File: src/rtl/multicycle_ctrl.sv
// Main control FSM, ALU decoder, flag-write and PC-select for the multicycle ARM-subset core,
// with a multiply stall and an FPU start/done handshake. Define CTRL_PERF_CNT_EN for perf counters.
module multicycle_ctrl #(
  parameter int MUL_LAT     = 3,
  parameter int FPU_TIMEOUT = 16,
  parameter int ALUCTL_W    = 3
) (
  input  logic                clk,
  input  logic                reset,
  input  logic [1:0]          Op,
  input  logic [5:0]          Funct,
  input  logic [3:0]          Rd,
  input  logic [3:0]          Mul,
  input  logic                fpu_done,
  output logic [1:0]          FlagW,
  output logic                PCS,
  output logic                NextPC,
  output logic                RegW,
  output logic                MemW,
  output logic                FPUW,
  output logic                IRWrite,
  output logic                AdrSrc,
  output logic [1:0]          ResultSrc,
  output logic [1:0]          ALUSrcA,
  output logic [1:0]          ALUSrcB,
  output logic [1:0]          ImmSrc,
  output logic [1:0]          RegSrc,
  output logic [ALUCTL_W-1:0] ALUControl,
  output logic                fpu_start,
  output logic                fpu_err,
  output logic                busy,
  output logic [31:0]         perf_cycles,
  output logic [31:0]         perf_retired
);

  typedef enum logic [3:0] {
    S_IDLE, S_FETCH, S_DECODE, S_EXECUTER, S_EXECUTEI, S_MULWAIT, S_ALUWB, S_MEMADR,
    S_MEMRD, S_MEMWB, S_MEMWR, S_BRANCH, S_FPUEXEC, S_FPUWAIT, S_FPUWB
  } state_t;

  localparam int MUL_CNT_W = (MUL_LAT > 2) ? $clog2(MUL_LAT - 1) : 1;
  localparam int FPU_CNT_W = $clog2(FPU_TIMEOUT);
  localparam logic [MUL_CNT_W-1:0] MUL_LOAD = (MUL_LAT > 2) ? MUL_CNT_W'(MUL_LAT - 2) : '0;
  localparam logic [FPU_CNT_W-1:0] FPU_LAST = FPU_CNT_W'(FPU_TIMEOUT - 1);
  localparam bit MUL_STALL = (MUL_LAT > 1);

  state_t                 r_state, w_next;
  logic [MUL_CNT_W-1:0]   r_mul_cnt;
  logic [FPU_CNT_W-1:0]   r_fpu_cnt;
  logic                   r_fpu_err;
  logic                   w_alu_op, w_branch, w_last_exec, w_mul_stall, w_fpu_timeout;
  logic [2:0]             w_alu_dec;

  assign w_mul_stall   = MUL_STALL && (Mul == 4'b1001);
  assign w_fpu_timeout = (r_state == S_FPUWAIT) && !fpu_done && (r_fpu_cnt == FPU_LAST);

  // NOTE: sequential state uses non-blocking assignments so every flop samples pre-edge values.
  always_ff @(posedge clk or negedge reset) begin
    if (!reset) begin
      r_state   <= S_IDLE;
      r_mul_cnt <= '0;
      r_fpu_cnt <= '0;
      r_fpu_err <= 1'b0;
    end else begin
      r_state <= w_next;
      if (r_state == S_EXECUTER)
        r_mul_cnt <= MUL_LOAD;
      else if (r_state == S_MULWAIT && r_mul_cnt != '0)
        r_mul_cnt <= r_mul_cnt - MUL_CNT_W'(1);
      if (r_state == S_FPUEXEC)
        r_fpu_cnt <= '0;
      else if (r_state == S_FPUWAIT)
        r_fpu_cnt <= r_fpu_cnt + FPU_CNT_W'(1);
      if (w_fpu_timeout)
        r_fpu_err <= 1'b1;
    end
  end

  // NOTE: every output gets a default first so no path through the case can infer a latch.
  always_comb begin
    w_next      = r_state;
    NextPC      = 1'b0;
    RegW        = 1'b0;
    MemW        = 1'b0;
    FPUW        = 1'b0;
    IRWrite     = 1'b0;
    AdrSrc      = 1'b0;
    ResultSrc   = 2'b00;
    ALUSrcA     = 2'b00;
    ALUSrcB     = 2'b00;
    fpu_start   = 1'b0;
    w_alu_op    = 1'b0;
    w_branch    = 1'b0;
    w_last_exec = 1'b0;
    case (r_state)
      S_IDLE:   w_next = S_FETCH;
      S_FETCH: begin
        IRWrite = 1'b1; NextPC = 1'b1;
        ALUSrcA = 2'b01; ALUSrcB = 2'b10; ResultSrc = 2'b10;
        w_next  = S_DECODE;
      end
      S_DECODE: begin
        ALUSrcA = 2'b01; ALUSrcB = 2'b10; ResultSrc = 2'b10;
        case (Op)
          2'b00:   w_next = Funct[5] ? S_EXECUTEI : S_EXECUTER;
          2'b01:   w_next = S_MEMADR;
          2'b10:   w_next = S_BRANCH;
          default: w_next = S_FPUEXEC;
        endcase
      end
      S_EXECUTER: begin
        w_alu_op = 1'b1;
        if (w_mul_stall) begin
          w_next = S_MULWAIT;
        end else begin
          w_last_exec = 1'b1;
          w_next      = S_ALUWB;
        end
      end
      S_EXECUTEI: begin
        w_alu_op = 1'b1; ALUSrcB = 2'b01; w_last_exec = 1'b1;
        w_next   = S_ALUWB;
      end
      S_MULWAIT: begin
        w_alu_op = 1'b1;
        if (r_mul_cnt == '0) begin
          w_last_exec = 1'b1;
          w_next      = S_ALUWB;
        end
      end
      S_ALUWB:  begin RegW = 1'b1; w_next = S_FETCH; end
      S_MEMADR: begin ALUSrcB = 2'b01; w_next = Funct[0] ? S_MEMRD : S_MEMWR; end
      S_MEMRD:  begin AdrSrc = 1'b1; w_next = S_MEMWB; end
      S_MEMWB:  begin ResultSrc = 2'b01; RegW = 1'b1; w_next = S_FETCH; end
      S_MEMWR:  begin AdrSrc = 1'b1; MemW = 1'b1; w_next = S_FETCH; end
      S_BRANCH: begin
        ALUSrcA = 2'b10; ALUSrcB = 2'b01; ResultSrc = 2'b10; w_branch = 1'b1;
        w_next  = S_FETCH;
      end
      S_FPUEXEC: begin fpu_start = 1'b1; w_next = S_FPUWAIT; end
      S_FPUWAIT: begin
        if (fpu_done)            w_next = S_FPUWB;
        else if (w_fpu_timeout)  w_next = S_FETCH;
      end
      S_FPUWB:  begin FPUW = 1'b1; w_next = S_FETCH; end
      default:  w_next = S_IDLE;
    endcase
  end

  // MUL wins over the Funct decode only when Funct selects the AND slot.
  always_comb begin
    w_alu_dec = 3'b000;
    if (Mul == 4'b1001 && Funct[4:1] == 4'b0000) begin
      w_alu_dec = 3'b101;
    end else begin
      case (Funct[4:1])
        4'b0100: w_alu_dec = 3'b000;
        4'b0010: w_alu_dec = 3'b001;
        4'b0000: w_alu_dec = 3'b010;
        4'b1100: w_alu_dec = 3'b011;
        4'b0001: w_alu_dec = 3'b100;
        default: w_alu_dec = 3'b000;
      endcase
    end
  end

  always_comb begin
    ALUControl = '0;
    FlagW      = 2'b00;
    if (w_alu_op)
      ALUControl[2:0] = w_alu_dec;
    if (w_alu_op && w_last_exec)
      FlagW = {Funct[0], Funct[0] & (w_alu_dec == 3'b000 || w_alu_dec == 3'b001)};
  end

  assign PCS     = ((Rd == 4'hF) & RegW) | w_branch | ((Rd == 4'hF) & FPUW);
  assign ImmSrc  = (r_state == S_IDLE) ? 2'b00 : Op;
  assign RegSrc  = (r_state == S_IDLE) ? 2'b00 : {Op == 2'b01, Op == 2'b10};
  assign fpu_err = r_fpu_err;
  assign busy    = (r_state != S_IDLE) && (r_state != S_FETCH);

`ifdef CTRL_PERF_CNT_EN
  logic [31:0] r_perf_cycles, r_perf_retired;
  logic        w_retire;

  // Timeout exits FPUWAIT straight to FETCH and is deliberately not a retirement.
  assign w_retire = (r_state == S_ALUWB) || (r_state == S_MEMWB) || (r_state == S_MEMWR) ||
                    (r_state == S_BRANCH) || (r_state == S_FPUWB);

  always_ff @(posedge clk or negedge reset) begin
    if (!reset) begin
      r_perf_cycles  <= 32'd0;
      r_perf_retired <= 32'd0;
    end else begin
      r_perf_cycles <= r_perf_cycles + 32'd1;
      if (w_retire)
        r_perf_retired <= r_perf_retired + 32'd1;
    end
  end

  assign perf_cycles  = r_perf_cycles;
  assign perf_retired = r_perf_retired;
`else
  assign perf_cycles  = 32'd0;
  assign perf_retired = 32'd0;
`endif

endmodule

File: config.mk
export PLATFORM = sky130hd
export DESIGN_NAME = multicycle_ctrl
export DESIGN_NICKNAME = d
export VERILOG_FILES = /design/src/rtl/multicycle_ctrl.sv
export SDC_FILE = /design/constraint.sdc
export NUM_CORES = 1
export LEC_CHECK = 0
export CELL_PAD_IN_SITES_DETAIL_PLACEMENT = 1
export CELL_PAD_IN_SITES_GLOBAL_PLACEMENT = 1
export CORE_MARGIN = 2
export CORE_UTILIZATION = 26
export CTS_CLUSTER_SIZE = 10
export DETAILED_ROUTE_END_ITERATION = 10
export PLACE_DENSITY = 0.84
export SLEW_MARGIN = 20
export SYNTH_ARGS = -nofsm -noshare
export SYNTH_HDL_FRONTEND = slang
export SYNTH_SLANG_ARGS = --single-unit
File: constraint.sdc
create_clock -name clk -period 2.92 [get_ports clk]
set_input_delay 0.73 -clock clk [delete_from_list [all_inputs] [get_ports clk]]
set_output_delay 0.73 -clock clk [all_outputs]
set_load 0.02 [all_outputs]
==> run metrics, run 1 <==
WP data required=2.19 ns; overall die width=81.0 um; cts bufs inserted=3; Compound-Gate Fraction of Synth Area=0.174; Ys Warns=0; number of remaining DRC errors=0; TritonCTS clock tree=yes; largest net degree at the start of global routing=13; DR vias/cell=4.07; post-route ant nets=0; Synth async-reset ratio=1.00; xor/xnor cell area share of the yosys netlist=0; P&R area growth vs syn=21.4%; Max-cap violations=0; Cells after Synth=197; mux cell area share after synthesis=0.0138; status=finished, final reports clean; Final Setup Violations=0; ys flop type=dfrtp_1; IO Port Bufs=43; GRT Total Usage=0.110; VDD IR max=295 uV; Hold WC Path Type=register to register; post-synthesis sequential area ratio=0.162; RSZ-0062 raised after global routing=no; final WL=3690 um; Die ar.=0.00657 mm2; RePlAce Congestion=0.750; main combinational cell family by area after synthesis=buffers and inverters; global-route wire length before repair=5820 um; critical path peak fanout=5; DR WL/cell=11.5 um; Leak=0.907 nW; post-synthesis average cell area=7.83 um2; clk buf depth=2; Tot Pwr=1.50 mW; WS Path Type=input port to output port; number of buffers added for setup after CTS=0; Rows=28; Core ar.=0.00582 mm2; Die Ht=81.0 um; utilization after layout=0.322; GR Overflow Total=0; final instance area=0.00187 mm2; initial antenna violation count=0; Period Utilization, post-route=0.982; CP endpoint kind=output port; root buffer cell=clkbuf_8; power per cell area=801 mW/mm2; count of cell types in the netlist=48; Final Max Tran Viols=0; total placed instance area=0.00184 mm2; nets=271; layout cell share with drive strength beyond 1=0.134; clock edge transition at the registers on the reported setup and hold paths=0.05 ns; Post-synth EDFFs=0; Clock Latency Late Sink=0.24 ns; fin crit period=2.87 ns; via count=1,306; Non-Filler Instances=321; Netlist Area Pre-Place=0.00154 mm2; clock skew=0.00330 ns; ant diodes=0; CP startpoint kind=input port; htree depth=1; Fillers=739; fmax=349 MHz; total clock sinks=10; DR pass1 iterations=4; starting density of the core=0.265; arrival time worst endpoint=2.14 ns; DRT iter0 DRCs=36; IO Pins=108; Yosys reg bits=10; Hold Violations, Final=0; vias in the first global route=1,253; Post-Synth Simple-Gate Area=0.241; WHS=0.483 ns; Synth Area in Adders=0.0406; DP HPWL=3150 um; Post-Place Cells=317
final timing paths:
path	start	to	slack, ns	depth (start not counted)
worst max-delay path	Mul[2]	ALUControl[1]	0.05	5
worst min register to register	fpu_err	fpu_err	0.48	1
min in group asynchronous	reset	r_state[0]	0.82	1
max in group asynchronous	reset	r_state[2]	1.77	1
worst max register to register	r_state[2]	r_state[0]	1.41	5
worst min-delay path	fpu_err	fpu_err	0.48	1
metal layers:
layer | share of wire | routed length [um] | up-vias | global-route usage
met2 | 0.55 | 2040 | 59 | 0.228
met3 | 0.080 | 295 | 4 | 0.0100
met5 | 0 | 0 | - | 0
met4 | 0.011 | 40 | 0 | 0.0305
met1 | 0.36 | 1320 | 612 | 0.116
li1 | - | - | 631 | -
power by group:
| group | switching (mW) | leakage [nW] | total [mW] | internal (mW) |
|---|---|---|---|---|
| Sequential | 0.0952 | 0.118 | 0.287 | 0.192 |
| Clock | 0.0597 | 0.0288 | 0.179 | 0.119 |
| Combinational | 0.604 | 0.761 | 1.03 | 0.431 |
cell usage after synthesis, types with 4 or more instances:
cell / n / area [um2]
ha_1: 5 / 62.6
buf_4: 67 / 503
nor2b_1: 4 / 25.0
dfrtp_1: 10 / 250
nand2b_1: 7 / 43.8
o21ai_0: 11 / 55.1
nand2_1: 15 / 56.3
a21oi_1: 6 / 30.0
inv_1: 4 / 15.0
nor2_1: 13 / 48.8
nor3_1: 7 / 35.0
critical path, cell delays in order:
cell	delay, ns
clkdlybuf4s50_1	0.45
and4bb_4	0.24
nand2b_1	0.15
a2111oi_2	0.35
buf_2	0.22
flip-flops by register name (all words and copies together) (netlist names):
name and count:
r_fpu_cnt 4, r_state 4, r_mul_cnt 1, fpu_err 1
timing repair:
action / in CTS / in global routing
gates cloned: 0 / 0
gates resized for setup: 17 / 8
endpoints found under the setup margin: 9 / 4
hold buffers: 0 / 0
cell type report:
| type | instances | area, um2 | share of cell area |
|---|---|---|---|
| Clock buffer | 4 | 55.1 | 0.0294 |
| Inverter | 5 | 18.8 | 0.0100 |
| Multi-Input combinational cell | 173 | 966 | 0.516 |
| Sequential cell | 10 | 250 | 0.134 |
| Tap cell | 75 | 93.8 | 0.0501 |
| Timing Repair Buffer | 54 | 489 | 0.261 |
placed cells by master (no fill, tap or decap), drive strengths merged, types with 2 or more instances in the layout:
cell type / n
a21boi: 3
nand3: 3
nor2b: 5
clkbuf: 6
dlygate4sd2: 5
ha: 5
inv: 5
o21ai: 14
clkdlybuf4s50: 33
nand2b: 7
buf: 13
a21oi: 7
nand2: 16
a21o: 3
nor3: 9
nand3b: 2
nor2: 13
dfrtp: 10
conb: 64
metrics by stage:
stage | setup TNS [ns] | worst slack (ns)
2_1_floorplan | 0 | 0.451
6_report | 0 | 0.0517
5_1_grt | 0 | 0.0199
4_1_cts | 0 | 0.00985
3_3_place_gp | -1.32 | -0.371
3_5_place_dp | -1.66 | -0.411
logic make-up after synthesis:
kind of cell | Yosys count
flops | 10
mux | 2
buf+inv | 77
simple gates | 63
other cells | 1
compound gates | 39
fa+ha+maj | 5
No activity file was read; power rests on OpenSTA's default activity.
==> run 2: changes to the inputs <==
- GPL_ROUTABILITY_DRIVEN: unset -> 0
==> results of run 2 <==
No change in the layout: final DEF, timing and power equal those of run 1.
==> run 3: changes to the inputs <==
- HOLD_SLACK_MARGIN: unset -> 0.02
==> results of run 3 <==
No change in the layout: final DEF, timing and power equal those of run 1.
